<file path="src/rtl/ecc_secded_decoder.sv">
// SECDED (Hamming + overall parity) decoder with one output register stage
// and valid/ready handshakes on both sides, plus saturating error counters.
module ecc_secded_decoder #(
   parameter int DataWidth = 32,
   parameter int CntWidth  = 16,
   // Smallest p with 2**p >= DataWidth + p + 1
   localparam int ParWidth = $clog2(DataWidth + $clog2(DataWidth + 1) + 1),
   localparam int CwWidth  = DataWidth + ParWidth + 1
) (
   input  logic                 clk_i,
   input  logic                 rst_i,
   input  logic                 valid_i,
   output logic                 ready_o,
   input  logic [CwWidth-1:0]   cw_i,
   output logic                 valid_o,
   input  logic                 ready_i,
   output logic [DataWidth-1:0] data_o,
   output logic [ParWidth-1:0]  syndrome_o,
   output logic                 single_err_o,
   output logic                 double_err_o,
   input  logic                 cnt_clear_i,
   output logic [CntWidth-1:0]  single_cnt_o,
   output logic [CntWidth-1:0]  double_cnt_o
);

   localparam int NumPos = DataWidth + ParWidth;
   localparam logic [ParWidth-1:0] LastPos = ParWidth'(NumPos);

   // Hamming position that carries data bit k (skips power-of-two positions).
   function automatic int data_pos(input int k);
      int pos;
      int cnt;
      pos = 0;
      cnt = -1;
      while (cnt < k) begin
         pos = pos + 1;
         if ((pos & (pos - 1)) != 0) cnt = cnt + 1;
      end
      return pos;
   endfunction

   logic [ParWidth-1:0]  syndrome;
   logic                 parity;
   logic                 dec_single;
   logic                 dec_double;
   logic [DataWidth-1:0] dec_data;
   logic                 in_fire;
   logic                 out_fire;

   always_comb begin
      syndrome = '0;
      for (int i = 1; i <= NumPos; i++) begin
         if (cw_i[i]) syndrome = syndrome ^ ParWidth'(i);
      end
   end

   assign parity = ^cw_i;

   // Odd parity means one flip (correctable if the syndrome names a real
   // position); even parity with a nonzero syndrome means two flips.
   always_comb begin
      dec_single = 1'b0;
      dec_double = 1'b0;
      if (parity) begin
         if (syndrome <= LastPos) dec_single = 1'b1;
         else                     dec_double = 1'b1;
      end else if (syndrome != '0) begin
         dec_double = 1'b1;
      end
   end

   for (genvar k = 0; k < DataWidth; k++) begin : g_extract
      localparam int Pos = data_pos(k);
      localparam logic [ParWidth-1:0] PosSyn = ParWidth'(Pos);
      assign dec_data[k] = cw_i[Pos] ^ (dec_single && (syndrome == PosSyn));
   end

   assign ready_o  = !valid_o || ready_i;
   assign in_fire  = valid_i && ready_o;
   assign out_fire = valid_o && ready_i;

   always_ff @(posedge clk_i or posedge rst_i) begin
      if (rst_i) begin
         valid_o      <= 1'b0;
         data_o       <= '0;
         syndrome_o   <= '0;
         single_err_o <= 1'b0;
         double_err_o <= 1'b0;
      end else if (in_fire) begin
         valid_o      <= 1'b1;
         data_o       <= dec_data;
         syndrome_o   <= syndrome;
         single_err_o <= dec_single;
         double_err_o <= dec_double;
      end else if (out_fire) begin
         valid_o      <= 1'b0;
      end
   end

   // Counters count delivered beats, so they advance on the output handshake.
   always_ff @(posedge clk_i or posedge rst_i) begin
      if (rst_i) begin
         single_cnt_o <= '0;
         double_cnt_o <= '0;
      end else if (cnt_clear_i) begin
         single_cnt_o <= '0;
         double_cnt_o <= '0;
      end else begin
         if (out_fire && single_err_o && (single_cnt_o != '1))
            single_cnt_o <= single_cnt_o + CntWidth'(1);
         if (out_fire && double_err_o && (double_cnt_o != '1))
            double_cnt_o <= double_cnt_o + CntWidth'(1);
      end
   end

endmodule

</file>
<file path="config.mk">
export PLATFORM = sky130hd
export DESIGN_NAME = ecc_secded_decoder
export DESIGN_NICKNAME = d
export VERILOG_FILES = /design/src/rtl/ecc_secded_decoder.sv
export SDC_FILE = /design/constraint.sdc
export NUM_CORES = 1
export LEC_CHECK = 0
export BUFFER_PORTS_ARGS = -buffer_cell sky130_fd_sc_hd__buf_2
export CAP_MARGIN = 10
export CORE_MARGIN = 10
export CORE_UTILIZATION = 57
export CTS_CLUSTER_SIZE = 8
export DETAILED_ROUTE_END_ITERATION = 12
export GPL_TIMING_DRIVEN = 0
export PLACE_DENSITY = 0.93
export SYNTH_ARGS = -nofsm -noshare
export SYNTH_HDL_FRONTEND = slang
export SYNTH_SLANG_ARGS = --single-unit
</file>
<file path="constraint.sdc">
create_clock -name clk_i -period 4.45 [get_ports clk_i]
set_input_delay 0.445 -clock clk_i [delete_from_list [all_inputs] [get_ports clk_i]]
set_output_delay 0.445 -clock clk_i [all_outputs]
set_load 0.02 [all_outputs]
</file>
Yosys cells after proc, flatten, opt, wreduce, memory -nomap -nowiden
Cells that the tools add are included.
{"block": "totals", "ff_bits": 73, "inputBits": 44}
{"block": "classes", "n_addsub": 2, "order_cmp": 1, "eq_ne": 34, "mux": 49, "n_bitwise": 69, "reduce_logical": 45}
{"cell": "$eq A6 B5 Y1 const B", "n": 15}
{"cell": "$mux W5", "n": 16}
{"cell": "$mux W16", "n": 4}
{"cell": "$eq A6 B4 Y1 const B", "n": 7}
{"cell": "$mux W6", "n": 7}
{"cell": "$not A3 Y3", "n": 13}
{"cell": "$reduce_xor A39 Y1", "n": 1}
{"cell": "$logic_and A1 B1 Y1", "n": 38}
{"cell": "$eq A6 B6 Y1 const B", "n": 6}
{"cell": "$add A16 B1 Y16 const B", "n": 2}
{"cell": "$mux W4", "n": 8}
{"cell": "$ne A16 B16 Y1 const B", "n": 2}
{"cell": "$xor A1 B1 Y1", "n": 32}
{"cell": "$not A2 Y2", "n": 13}
{"cell": "$not A4 Y4", "n": 5}
{"cell": "$eq A6 B3 Y1 const B", "n": 3}
{"cell": "$mux W3", "n": 4}
{"cell": "$mux W1", "n": 8}
{"cell": "$eq A6 B2 Y1 const B", "n": 1}
{"cell": "$le A6 B6 Y1 const B", "n": 1}
{"cell": "$reduce_bool A2 Y1", "n": 3}
{"cell": "$reduce_bool A6 Y1", "n": 1}
{"cell": "$not A1 Y1 const A", "n": 5}
{"cell": "$not A5 Y5", "n": 1}
{"cell": "other kinds (3)", "n": 4}

Depth between registers and ports, before layout
{"block": "depth", "ltp_word": 75, "mapped_depth": 8, "ltp_nobuf": 8}

Least setup slack after synthesis
No wires, ideal clock.
{"block": "synth_path", "kind": "input -> register", "start": "in cw_i[37]", "end": "reg data_o[0]", "setup_ns": 0.082, "t_arrival_ns": 2.610, "required_time_ns": 4.368, "setup_slack_ns": 1.758, "path_stages": 8, "path_buffers": 1, "path_cell_list": "xor2_1 xnor2_2 xnor3_2 or3_1 and2_4 buf_6 or4_1 a31oi_1"}
{"block": "synth_via", "elab_chain_len": 8, "word_cells_on_any_way": 10, "cone_classes": "1 x order compare; 1 x eq/ne; 4 x mux; 2 x bitwise; 2 x reduce/logical"}
{"element": "start: declaration", "line": "14", "source": "input logic [CwWidth-1:0] cw_i,"}
{"element": "$mux W6", "line": "53", "source": "if (cw_i[i]) syndrome = syndrome ^ ParWidth'(i);"}
{"element": "$not A3 Y3 (no line)"}
{"element": "$mux W6", "line": "53"}
{"element": "$le A6 B6 Y1", "line": "65", "source": "if (syndrome <= LastPos) dec_single = 1'b1;"}
{"element": "$mux W1", "line": "65"}
{"element": "$mux W1", "line": "64", "source": "if (parity) begin"}
{"element": "$logic_and A1 B1 Y1 (*)", "line": "75", "source": "assign dec_data[k] = cw_i[Pos] ^ (dec_single && (syndrome == PosSyn));"}
{"element": "$xor A1 B1 Y1 (*)", "line": "75"}
{"element": "end signal: assignment", "line": "91", "source": "data_o <= dec_data;"}
{"element": "end: declaration", "line": "17", "source": "output logic [DataWidth-1:0] data_o,"}
Every way passes the cells marked *; elsewhere a longest branch is shown, timed or not.
A chain may end at the register's enable or synchronous reset.

Worst setup path after layout
{"block": "layout_path", "start": "in cw_i[22]", "end": "reg data_o[26]"}
{"block": "layout_via", "elab_chain_len": 31, "word_cells_on_any_way": 38, "cone_classes": "1 x order compare; 1 x eq/ne; 19 x mux; 15 x bitwise; 2 x reduce/logical"}
{"element": "$mux W5", "line": "53"}
{"element": "$not A4 Y4 (no line)"}
{"element": "$mux W5", "line": "53"}
{"element": "$not A2 Y2 (no line)"}
{"element": "$mux W5", "line": "53"}
{"element": "$not A3 Y3 (no line)"}
{"element": "$mux W5", "line": "53"}
{"element": "$not A3 Y3 (no line)"}
{"element": "(+9 left out)"}
{"element": "$not A5 Y5 (no line)"}
{"element": "$mux W5", "line": "53"}
{"element": "$mux W6 (7 in a row)", "line": "53"}
{"element": "$le A6 B6 Y1", "line": "65"}
{"element": "$mux W1", "line": "65"}
{"element": "$mux W1", "line": "64"}
{"element": "$logic_and A1 B1 Y1 (*)", "line": "75"}
{"element": "$xor A1 B1 Y1 (*)", "line": "75"}
Marks and branches as above.

==> summary.md <==
| Metric | Value |
|---|---|
| Outcome | completed |
| Cell chosen for the clock root | sky130_fd_sc_hd__clkbuf_8 |
| CP Launch Type | input port |
| Post-synth EDFFs | 0 |
| Maximum clock rate | 346.3 MHz |
| Later-pin clock latency in the skew report | 0.35 ns |
| CP Max Fanout | 10 |
| Max-cap viol count | 0 |
| Share of the synthesized area in the top cell type | 0.4217 |
| Required arrival time at the worst endpoint | 4.72 ns |
| Synth-to-layout area growth | 22.56% |
| Commonest non-fill, non-tap cell in the layout | sky130_fd_sc_hd__buf_2 |
| Starting utilization of the core area | 0.5909 |
| ANT nets after route | 0 |
| Hold/Removal Path Class | in -> async |
| Worst rel slew slack | 0.4075 |
| Final layout net count | 633 |
| IO Port Bufs | 117 |
| Setup crit end kind | register |
| Half-perimeter wire length after detailed placement | 9942 µm |
| Post-detailed-route via-to-cell ratio | 5.962 |
| Vias | 4120 |
| Critical path type | in -> reg |
| Setup repair after global routing missed its margin | no |
| Number of violations reported at the end of detailed-routing iteration 0 | 290 |
| CP Data Arrival Time | 3.16 ns |
| Count of fill cells added during filler insertion | 550 |
| Maximum VDD drop | 325.0 µV |
| CTS H-Tree Depth | 3 |
| Leading cell types by total area after synthesis | sky130_fd_sc_hd__dfrtp_1, sky130_fd_sc_hd__xnor2_1, sky130_fd_sc_hd__xor2_1 |
| Top_reg_cell synth | sky130_fd_sc_hd__dfrtp_1 |
| Maximum number of pins on one net before global-route repair | 74 |
| # clock sinks | 73 |
| Part of the Yosys area used for sequential elements | 0.4217 |
| Final hold violation count | 0 |
| Clock period minus worst slack | 2.888 ns |
| Area of the multi-input gates | 0.002417 mm² |
| Total standard cell area after synthesis | 0.004332 mm² |
| Clk slew on worst S/H paths | 0.09 ns |
| Hold bufs inserted after CTS | 0 |
| Setup TNS Final | 0 ns |
| CTS buffer count | 9 |
| Final number of max-transition violations | 0 |
| Maximum buffer depth of the clock tree | 2 |
| Post-CTS resize count | 0 |
| Global placer's final weighted congestion | 0.9062 |
| Die area | 0.01149 mm² |
| Final Skew | 0.009293 ns |
| DRC Markers | 0 |
| Pin slew with the least headroom to its limit | 0.8887 ns |
| Static leakage power | 2.298 nW |
| Flops & latches, synth | 73 |
| Most used cells in the layout excluding fill and tap cells | sky130_fd_sc_hd__buf_2, sky130_fd_sc_hd__dfrtp_1, sky130_fd_sc_hd__nor2_1 |
| Setup violators final | 0 |
| Via count of the first global-routing pass | 4229 |
| FF/Latch Area | 0.001827 mm² |
| Syn. warnings | 0 |
| Async set-reset flop share out of synthesis | 1.000 |
| Portion of the clock cycle consumed by the worst path in the final layout | 0.6489 |
| TritonCTS clock tree | yes |
| Length of the first detailed-routing pass in iterations | 5 |
| Cells after synthesis | 459 |
| Wirelength per Cell | 18.93 µm |
| Post CTS Setup Buffer Count | 0 |
| Antenna diode count | 0 |
| Power density over the cells | 499.2 mW/mm² |
| Number of distinct library cells after synthesis | 41 |
| Global-route wire length before repair | 21200 µm |
| Rows | 31 |
| GRT Residual Overflow | 0 |
| Total detailed-routing wirelength | 13080 µm |
| Die Width | 107.2 µm |
| Post-synthesis area per instance | 9.437 µm² |
| Most area-hungry cell type in the Yosys netlist | sky130_fd_sc_hd__dfrtp_1 |
| Standard cell core area | 0.007331 mm² |
| Total routing resource utilization after global routing | 0.2279 |
| Initial antenna violation count | 0 |
| Util after Layout | 0.7242 |
| Count of pins on the block boundary | 118 |
| Synthesized net count | 505 |
| Share of final-layout standard cells stronger than drive strength 1 | 0.2449 |
| Vertical extent of the die | 107.2 µm |
state kept, by name, indices dropped and copies added, names as in the netlist:
signal	flops
double_err_o	1
syndrome_o	6
data_o	32
single_cnt_o	16
valid_o	1
double_cnt_o	16
single_err_o	1
cell usage after synthesis, types with 2 or more instances:
cell / n
sky130_fd_sc_hd__and2_1: 5
sky130_fd_sc_hd__xnor3_1: 2
sky130_fd_sc_hd__xnor2_2: 3
sky130_fd_sc_hd__xor2_1: 32
sky130_fd_sc_hd__o2111ai_1: 5
sky130_fd_sc_hd__dfrtp_1: 73
sky130_fd_sc_hd__nor2_1: 65
sky130_fd_sc_hd__nand3_1: 20
sky130_fd_sc_hd__inv_1: 2
sky130_fd_sc_hd__and4_1: 4
sky130_fd_sc_hd__nand2b_1: 4
sky130_fd_sc_hd__nor3_1: 4
sky130_fd_sc_hd__nand2_1: 24
sky130_fd_sc_hd__o21ai_0: 27
sky130_fd_sc_hd__a2111o_1: 2
sky130_fd_sc_hd__or3_1: 24
sky130_fd_sc_hd__and3_2: 2
sky130_fd_sc_hd__o31ai_1: 11
sky130_fd_sc_hd__ha_1: 2
sky130_fd_sc_hd__or4_1: 9
sky130_fd_sc_hd__and3_1: 4
sky130_fd_sc_hd__nand4_1: 7
sky130_fd_sc_hd__a31oi_1: 32
sky130_fd_sc_hd__xnor2_1: 64
sky130_fd_sc_hd__clkbuf_1: 16
kinds of logic (layout without fill, tap and decap cells):
kind of cell | count (synthesis) | after routing | share of synthesized area
AO/OA/AOI/OAI | 82 | 82 | 0.1219
adder cells (fa/ha/maj) | 2 | 2 | 0.005776
AND/OR/NAND/NOR | 177 | 177 | 0.2042
buffers and inverters | 21 | 154 | 0.02022
XOR/XNOR | 102 | 102 | 0.2213
flip-flops | 73 | 73 | 0.4217
multiplexers | 2 | 2 | 0.004910
per-stage QoR:
stage | cells | hold slack (ns) | worst slack [ns] | area, µm² | power [mW]
4_1_cts | 691 | 0.3007 | 1.639 | 5309 | 2.638
3_3_place_gp | 675 | 0.4593 | 1.332 | 5041 | 1.901
2_1_floorplan | 459 | 0.5081 | 1.758 | 4332 | 1.548
3_5_place_dp | 675 | 0.4689 | 1.244 | 5044 | 1.933
5_1_grt | 691 | 0.3216 | 1.386 | 5309 | 2.781
6_report | 691 | 0.2877 | 1.562 | 5309 | 2.650
worst max-delay path, cell delays in order:
cell,delay [ns]
sky130_fd_sc_hd__buf_2,0.13
sky130_fd_sc_hd__xnor2_1,0.21
sky130_fd_sc_hd__xnor2_1,0.16
sky130_fd_sc_hd__xnor3_1,0.43
sky130_fd_sc_hd__xnor2_1,0.43
sky130_fd_sc_hd__nand2b_1,0.45
sky130_fd_sc_hd__clkbuf_1,0.51
sky130_fd_sc_hd__o21ai_0,0.19
sky130_fd_sc_hd__a31oi_1,0.20
final cells by class:
type | instances | share of cell area
Buffer | 19 | 0.01508
Clock buffer | 10 | 0.02404
Clock inverter | 6 | 0.02593
Inverter | 2 | 0.001885
Multi-Input combinational cell | 365 | 0.4553
Sequential cell | 73 | 0.3441
Tap cell | 99 | 0.02333
Timing Repair Buffer | 117 | 0.1103
metal layers:
metal,up-vias,track usage,share of wire,wire length [µm]
li1,1886,-,-,-
met5,-,0,0,0
met4,0,0.08801,0.031,403
met2,240,0.3774,0.48,6214
met3,42,0.07186,0.11,1448
met1,1952,0.2698,0.38,5014
where the power goes:
part           switching (mW)  internal [mW]
registers              0.0545          0.749
logic                   0.795          0.351
clock network           0.267          0.434
total                    1.12           1.53
path summary, 6_finish.rpt:
kind,slack (ns),depth (start not counted),endpoint,from
hold / removal,0.29,2,data_o[14],rst_i
min in group clk_i,0.31,2,valid_o,valid_i
setup reg to reg,2.18,8,single_cnt_o[15],single_cnt_o[3]
setup / recovery,1.56,9,data_o[26],cw_i[22]
hold reg to reg,0.48,2,syndrome_o[0],syndrome_o[0]
max in group asynchronous,3.60,2,single_cnt_o[3],rst_i
Power figures use the tool's default switching activity.
